==> config.mk <==
export PLATFORM = sky130hd
export DESIGN_NAME = stream_mux_rr
export DESIGN_NICKNAME = d
export VERILOG_FILES = /design/src/rtl/stream_mux_rr.sv
export SDC_FILE = /design/constraint.sdc
export NUM_CORES = 1
export LEC_CHECK = 0
export ABC_AREA = 1
export CORE_MARGIN = 2
export CORE_UTILIZATION = 35
export CTS_BUF_LIST = sky130_fd_sc_hd__clkbuf_2
export DETAILED_ROUTE_END_ITERATION = 7
export GPL_ROUTABILITY_DRIVEN = 0
export PLACE_DENSITY = 0.71
export SLEW_MARGIN = 30
export SYNTH_ARGS = -nofsm -noshare
export SYNTH_HDL_FRONTEND = slang
export SYNTH_SLANG_ARGS = --single-unit
==> constraint.sdc <==
create_clock -name clk -period 3.6 [get_ports clk]
set_input_delay 0.72 -clock clk [delete_from_list [all_inputs] [get_ports clk]]
set_output_delay 0.72 -clock clk [all_outputs]
set_load 0.03 [all_outputs]
==> src/rtl/stream_mux_rr.sv <==
// stream_mux_rr
// N-channel, W-bit stream multiplexer with valid/ready handshakes on every
// input and on the output. Channels are picked either by a round-robin
// arbiter (mode = 0) or by a fixed channel index (mode = 1). The chosen word
// lands in a single output register stage.
//
// Ports:
//   clk        single clock, everything on the rising edge
//   rst        synchronous active-high reset
//   in_data    CH*WIDTH packed input data, channel k at [k*WIDTH +: WIDTH]
//   in_valid   per-channel valid
//   in_ready   per-channel ready, at most one bit high per cycle
//   mode       0 = round-robin, 1 = fixed select
//   sel        channel index used in fixed mode (values >= CH never grant)
//   out_data   registered output data
//   out_ch     index of the channel that supplied out_data
//   out_valid  registered output valid
//   out_ready  downstream ready
module stream_mux_rr #(
    parameter int WIDTH = 8,
    parameter int CH    = 8,
    parameter int SEL_W = $clog2(CH)
) (
    input  logic                  clk,
    input  logic                  rst,
    input  logic [CH*WIDTH-1:0]   in_data,
    input  logic [CH-1:0]         in_valid,
    output logic [CH-1:0]         in_ready,
    input  logic                  mode,
    input  logic [SEL_W-1:0]      sel,
    output logic [WIDTH-1:0]      out_data,
    output logic [SEL_W-1:0]      out_ch,
    output logic                  out_valid,
    input  logic                  out_ready
);

    logic [SEL_W-1:0] ptr;
    logic [SEL_W-1:0] grant;
    logic             grant_vld;
    logic [WIDTH-1:0] grant_data;
    logic             load_en;
    logic             xfer;

    // The output register can take a new word when it is empty or when its
    // current word is leaving on this edge. Reset blocks every transfer.
    assign load_en = !out_valid || out_ready;
    assign xfer    = !rst && load_en && grant_vld;

    // Arbitration. The round-robin scan is split into two passes, first the
    // channels at or above ptr and then the ones below it, which gives the
    // wrapped priority order without modulo arithmetic on a non-power-of-two
    // channel count. In fixed mode the index is compared against every real
    // channel, so an out-of-range sel simply matches nothing.
    always_comb begin
        grant_vld = 1'b0;
        grant     = '0;
        if (!mode) begin
            for (int k = 0; k < CH; k++) begin
                if (!grant_vld && k >= int'(ptr) && in_valid[k]) begin
                    grant_vld = 1'b1;
                    grant     = SEL_W'(k);
                end
            end
            for (int k = 0; k < CH; k++) begin
                if (!grant_vld && k < int'(ptr) && in_valid[k]) begin
                    grant_vld = 1'b1;
                    grant     = SEL_W'(k);
                end
            end
        end else begin
            for (int k = 0; k < CH; k++) begin
                if (int'(sel) == k && in_valid[k]) begin
                    grant_vld = 1'b1;
                    grant     = SEL_W'(k);
                end
            end
        end
    end

    // Data select for the granted channel and the one-hot ready back to it.
    // Ready is only raised when the transfer will really happen, so a channel
    // that is not valid, or any channel during reset, never sees ready.
    always_comb begin
        grant_data = '0;
        in_ready   = '0;
        for (int k = 0; k < CH; k++) begin
            if (grant == SEL_W'(k)) begin
                grant_data = in_data[k*WIDTH +: WIDTH];
                in_ready[k] = xfer;
            end
        end
    end

    // Output register and round-robin pointer. The pointer moves past the
    // granted channel on every transfer in both modes, so leaving fixed mode
    // resumes the rotation just after the last channel served. When nothing
    // loads, out_data and out_ch keep their last values and only out_valid
    // drops once the word has been taken.
    always_ff @(posedge clk) begin
        if (rst) begin
            out_data  <= '0;
            out_ch    <= '0;
            out_valid <= 1'b0;
            ptr       <= '0;
        end else if (xfer) begin
            out_data  <= grant_data;
            out_ch    <= grant;
            out_valid <= 1'b1;
            if (int'(grant) == CH - 1) begin
                ptr <= '0;
            end else begin
                ptr <= grant + SEL_W'(1);
            end
        end else if (out_ready) begin
            out_valid <= 1'b0;
        end
    end

endmodule

==> results of run 1 <==
## cells in the final DEF (no fill, tap or decap), drive strengths merged
cell,Yosys,final
dlygate4sd2,0,3
and2,1,1
clkinv,6,6
nor2,34,34
buf,10,51
clkbuf,5,6
nand3,48,48
a311oi,1,1
or2,3,3
a41oi,1,1
nor4,1,1
inv,66,66
dfxtp,15,15
ha,6,6
nand2,118,118
clkdlybuf4s50,0,82
a221oi,1,1
a31oi,4,4
nor3,3,3
a21oi,15,15
nand4,5,5
o211a,1,1
nand3b,1,1
a22o,8,8
or4,1,1
o21ai,21,21
dlymetal6s2s,0,1
clkdlybuf4s15,0,2
## stage by stage
| stage | TNS (ns) | utilization [%] | hold slack, ns | cells | power, uW |
|---|---|---|---|---|---|
| 4_1_cts | 0 | 60.74 | 0.4851 | 575 | 827.4 |
| 2_1_floorplan | 0 | - | 0.4730 | 375 | 504.4 |
| 6_report | 0 | 62.65 | 0.5022 | 577 | 854.4 |
| 3_3_place_gp | -0.6337 | 58.97 | 0.4674 | 566 | 727.0 |
| 3_5_place_dp | -1.674 | 58.97 | 0.4641 | 566 | 730.2 |
| 5_1_grt | -0.1009 | 62.65 | 0.5545 | 577 | 923.0 |
## power breakdown
group	switching (uW)	total [uW]	internal, uW
Clock	52.4	81.8	29.4
Combinational	305	574	269
Sequential	14.0	198	184
Total	372	854	483
## worst max-delay path: stages
cell	delay, ns
clkdlybuf4s15_1	0.21
nand2_2	0.07
buf_4	0.13
buf_4	0.12
buf_4	0.12
buf_4	0.13
a31oi_1	0.23
nand4_1	0.11
and2_2	0.23
inv_2	0.11
ha_2	0.22
nand2_1	0.08
nor2_1	0.13
buf_4	0.18
## repair_timing
| action | in CTS | in global routing |
|---|---|---|
| setup buffers | 5 | 2 |
| setup endpoints to repair | 8 | 8 |
| pin swaps | 10 | 17 |
| gates resized for setup | 21 | 29 |
## cell type report
cell class                      count  area [sq um]  area share, %
Clock buffer                        4         20.02         0.5733
Inverter                           72         270.3          7.739
Multi-Input combinational cell    273          1509          43.21
Sequential cell                    15         302.8          8.671
Tap cell                           72         90.09          2.580
Timing Repair Buffer              141          1300          37.23
## sequential cells by signal, summed over array words and instances, names as in the netlist
register	count
out_ch	3
out_data	8
out_valid	1
ptr	3
## routing by layer
layer	global-route usage [%]	vias to the layer above	wire length [um]
li1	-	1443	-
met1	26.12	1236	3028
met2	35.33	121	3438
met3	2.360	16	419
met4	7.288	0	163
met5	0	-	0
## worst paths after layout
| kind | to | slack, ns | cells after the start |
|---|---|---|---|
| max | in_ready[5] | 0.09 | 14 |
| min | out_ch[2] | 0.50 | 2 |
| max reg2reg | out_data[6] | 0.47 | 25 |
| min reg2reg | out_ch[2] | 0.50 | 2 |
## cell families (layout without fill, tap and decap cells)
logic type / Yosys count / in the layout / share of synthesized area [%]
simple gates: 215 / 215 / 46.95
buf+inv: 87 / 217 / 18.11
compound gates: 52 / 52 / 16.65
flops: 15 / 15 / 14.63
fa+ha+maj: 6 / 6 / 3.658
==> metrics.yaml, run 1 <==
status: "complete, no violations"
setup_viol: 0
io-pin-count: 99
grt_pass1_vias: 2529
timing.final.crit_period_ns: 3.507
peakVddDrop_mv: 0.1721
yosysUniqueCellTypes: 36
worst_slew_pin_slew_ns: 0.5353
area_growth_pct: 70.18
postSynthCellCount: 375
required_ns: 2.88
synth_seq_cells: 15
grt_usage_pct: 20.48
fill_cells: 518
start_util_pct: 36.81
r2r_start: "ptr[0]"
cts_tree: "built"
dieArea_sq_um: 6492
clk_pin_slew_worst_paths_ns: 0.13
fin_crit_sh_pct: 97.43
wl_um: 7049
portBuffers: 98
cts_max_path_buffers: 2
synth_top_cell_by_area: "nand2_1"
drtAntennaViolNets: 0
drive_above_1_share_pct: 20.59
firstDrtPassIters: 5
antenna_found_initial: 0
synth_common_cells: "nand2_1 (115), inv_1 (64), nand3_1 (44)"
ys.flop_type: "dfxtp_1"
drc: 0
hpwl_um: 5456
worstSetupStartpointType: "input port"
wl_per_cell_um: 12.22
worstHoldPathType: "reg2reg"
gr-total-overflow: 0
initialDrtViolationCount: 160
yosys-top-cells-area: "nand2_1 (21%), dfxtp_1 (15%), inv_1 (12%)"
core_area_sq_um: 5574
avgSynthCellArea_sq_um: 5.472
synth-edff-count: 0
crit_type: "in2out"
hold_viol_final: 0
setup_ws_ns: 0.09254
clk_root_buffer_cell: "clkbuf_2"
static-leakage-power_uw: 0.001740
routed_via_density: 4.880
dpl_cell_area_sq_um: 3287
worst_setup_path_end_kind: "output pin"
async_flop_share_pct: 0
synth_most_common_cell: "nand2_1"
nets: 591
final_cell_area_sq_um: 3492
post-place-ws_ns: -0.1914
yosys.area.top_type_share_pct: 21.04
drv_cap: 0
startpoint: "in_valid[1]"
cts_hold_buf: 0
hold_path.startpoint: "out_ch[2]"
antenna_cells: 0
grt_pass1_wl_um: 10810
cp.arrival_ns: 2.79
critical_path_peak_fanout: 4
slew_headroom_pct: 64.18
clk_latency_ns: 0.28
die_w_um: 80.57
yosys_warnings: 0
power_density_nw_per_um2: 244.7
syn_area_sq_um: 2052
syn_nets: 460
fp.dieH_um: 80.57
ys_seq_area_share_pct: 14.63
vias: 2816
rows: 27
slew_viol_final: 0
fmax_mhz: 285.1
clock_skew_ns: 0.0008597
cts.sinks: 15
grt_max_degree: 25
cts_made_buffers: 3
htree_levels: 1
Note: power is estimated with default switching activity, not from simulation.
==> run 2, diff against run 1 <==
--- a/config.mk
+++ b/config.mk
@@ -12,7 +12,7 @@
 export DETAILED_ROUTE_END_ITERATION = 7
 export GPL_ROUTABILITY_DRIVEN = 0
 export PLACE_DENSITY = 0.71
-export SLEW_MARGIN = 30
+export SLEW_MARGIN = 20
 export SYNTH_ARGS = -nofsm -noshare
 export SYNTH_HDL_FRONTEND = slang
 export SYNTH_SLANG_ARGS = --single-unit
==> results of run 2 <==
The final DEF is identical to that of run 1; final timing and power are the same.
==> run 3, diff against run 2 <==
==> constraint.sdc (replaced) <==
create_clock -name clk -period 3.8 [get_ports clk]
set_input_delay 0.76 -clock clk [delete_from_list [all_inputs] [get_ports clk]]
set_output_delay 0.76 -clock clk [all_outputs]
set_load 0.03 [all_outputs]
==> run 3 against run 2 <==
Against the previous run:
- cell count down 1.4%
- clock power down 3.4%
- via count down 3.5%
- hold slack worse by 0.0072 ns
==> metrics.yaml, run 3 (synthesis results as in run 1) <==
path_cells: "dlygate4sd2_1 -> nand3_2 -> nand2_2 -> nor2_4 -> nand4_4 -> nor2_4 -> nand3_4 -> buf_4 -> nor2_1 -> nor2_1 -> nand4_1 -> and2_4 -> ha_4 -> ha_2 -> inv_1 -> nor2_2 -> buf_6"  # was clkdlybuf4s15_1 -> nand2_2 -> buf_4 -> buf_4 -> buf_4 -> buf_4 -> a31oi_1 -> nand4_1 -> and2_2 -> inv_2 -> ha_2 -> nand2_1 -> nor2_1 -> buf_4
peakVddDrop_mv: 0.1979  # was 0.1721 mV
drv_cap: 0  # unchanged
drc: 0  # unchanged
startpoint: "in_valid[2]"  # was in_valid[1]
cts_made_buffers: 3  # unchanged
drive_above_1_share_pct: 17.71  # was 20.59%
clock_skew_ns: 0.01055  # was 0.0008597 ns
clk_pin_slew_worst_paths_ns: 0.16  # was 0.13 ns
io-pin-count: 99  # unchanged
start_util_pct: 36.81  # unchanged
cts.sinks: 15  # unchanged
fp.dieH_um: 80.57  # unchanged
grt_pass1_vias: 2557  # was 2529
hold_viol_final: 0  # unchanged
power.share.clock_pct: 9.9  # was 9.6%
crit_slowest_cell: "dlygate4sd2_1"  # was a31oi_1
largest_reg_flops: 8  # unchanged
layout_common_cells: "nand2_1 (110), clkdlybuf4s50_1 (83), inv_1 (62), nand3_1 (44), buf_4 (41)"  # was nand2_1 (109), clkdlybuf4s50_1 (82), inv_1 (62), buf_4 (46), nand3_1 (44)
fin_crit_sh_pct: 96.37
rsz0062_at_grt: "no"
post-place-ws_ns: -0.1254  # was -0.1914 ns
critical_path_peak_fanout: 3  # was 4
wl_per_cell_um: 12.08  # was 12.22 um
antenna_cells: 0  # unchanged
grt_pass1_wl_um: 11040  # was 10810 um
timing.final.crit_period_ns: 3.662
core_area_sq_um: 5574  # unchanged
swShare_pct: 44.10  # was 43.52%
area_growth_pct: 65.85  # was 70.18%
top_register: "out_data"  # unchanged
power.share.combinational_pct: 66.4  # was 67.2%
setup_ws_ns: 0.1380  # was 0.09254 ns
postLayoutCoreUtil_pct: 61.06  # was 62.65%
firstDrtPassIters: 4  # was 5
p_int_uw: 443.6  # was 482.6 uW
hold_ws_ns: 0.4950  # was 0.5022 ns
clk_latency_ns: 0.30  # was 0.28 ns
die_w_um: 80.57  # unchanged
routed_via_density: 4.775  # was 4.880
cts_hold_buf: 0  # unchanged
slew_viol_final: 0  # unchanged
cp.arrival_ns: 2.90  # was 2.79 ns
slowest_delay_ns: 0.25  # was 0.23 ns
dieArea_sq_um: 6492  # unchanged
antenna_found_initial: 0  # unchanged
cts_max_path_buffers: 2  # unchanged
gr-total-overflow: 0  # unchanged
grt_max_degree: 26  # was 25
drtAntennaViolNets: 0  # unchanged
worstSetupStartpointType: "input port"  # unchanged
htree_levels: 1  # unchanged
final_common_cell: "nand2_1"  # unchanged
vias: 2717  # was 2816
slew_headroom_pct: 65.75  # was 64.18%
rows: 27  # unchanged
initialDrtViolationCount: 115  # was 160
seq_power_share_pct: 23.7  # was 23.2%
hold_path.startpoint: "out_ch[2]"  # unchanged
worstHoldPathType: "reg2reg"  # unchanged
status: "complete, no violations"  # unchanged
static-leakage-power_uw: 0.001714  # was 0.001740 uW
hpwl_um: 5280  # was 5456 um
reg.largest.list: "out_data (8), out_ch (3), ptr (3)"  # unchanged
crit_type: "in2out"  # unchanged
wl_um: 6872  # was 7049 um
worst_slew_pin_slew_ns: 0.5119  # was 0.5353 ns
portBuffers: 98  # unchanged
grt_usage_pct: 21.12  # was 20.48%
fmax_mhz: 273.1
required_ns: 3.04  # was 2.88 ns
fin_tns_setup_ns: 0  # unchanged
p_sw_uw: 350.0  # was 371.8 uW
power_density_nw_per_um2: 233.2  # was 244.7 nW/um^2
r2r_start: "ptr[2]"  # was ptr[0]
cts_tree: "built"  # unchanged
nets: 583  # was 591
worst_setup_path_end_kind: "output pin"  # unchanged
clk_root_buffer_cell: "clkbuf_2"  # unchanged
setup_viol: 0  # unchanged
## run 3: final cells by class
class                   count  area [sq um]
well taps                  72         90.09
clock buffers               3         15.01
flip-flops and latches     15         300.3
repair buffers            133          1234
multi-input cells         273          1486
fillers                   543          2171
inverters                  72         272.8
clock inverters             1         5.005
## run 3: per-stage QoR
stage          instance area, sq um  power, uW  std cells
2_1_floorplan                  2052      477.5        375
3_3_place_gp                   3227      682.2        560
3_5_place_dp                   3227      683.4        560
4_1_cts                        3363      785.2        568
5_1_grt                        3403      861.7        569
6_report                       3403      793.6        569
## run 3: path summary, 6_finish.rpt
kind / end / slack (ns) / cells past startpoint
hold / removal: out_ch[2] / 0.50 / 2
setup / recovery: in_ready[3] / 0.14 / 17
setup reg to reg: out_data[5] / 0.65 / 26
hold reg to reg: out_ch[2] / 0.50 / 2
## run 3: worst max-delay path: cells and delay by family
family / cells / cell delay [ns]
buffers and inverters: 4 / 0.61
adder cells (fa/ha/maj): 2 / 0.31
AND/OR/NAND/NOR: 11 / 1.22
## run 3: repair_timing
action | CTS | global route
setup endpoints to repair | 7 | 8
setup buffers | 4 | 1
pin swaps | 10 | 8
gates resized for setup | 24 | 12
## run 3: layer usage
metal	vias up	track usage [%]	wire (um)
li1	1430	-	-
met1	1170	27.82	3124
met2	101	35.50	3228
met3	16	3.820	385
met4	0	5.085	133
met5	-	0	0
## run 3: power groups by stage
| stage | Sequential [uW] | Combinational, uW | Clock (uW) |
|---|---|---|---|
| floorplan | 214 | 263 | 0 |
| global placement | 190 | 492 | 0 |
| detailed placement | 190 | 493 | 0 |
| CTS | 187 | 517 | 80.3 |
| global route | 190 | 583 | 88.6 |
| finish | 188 | 527 | 79.0 |
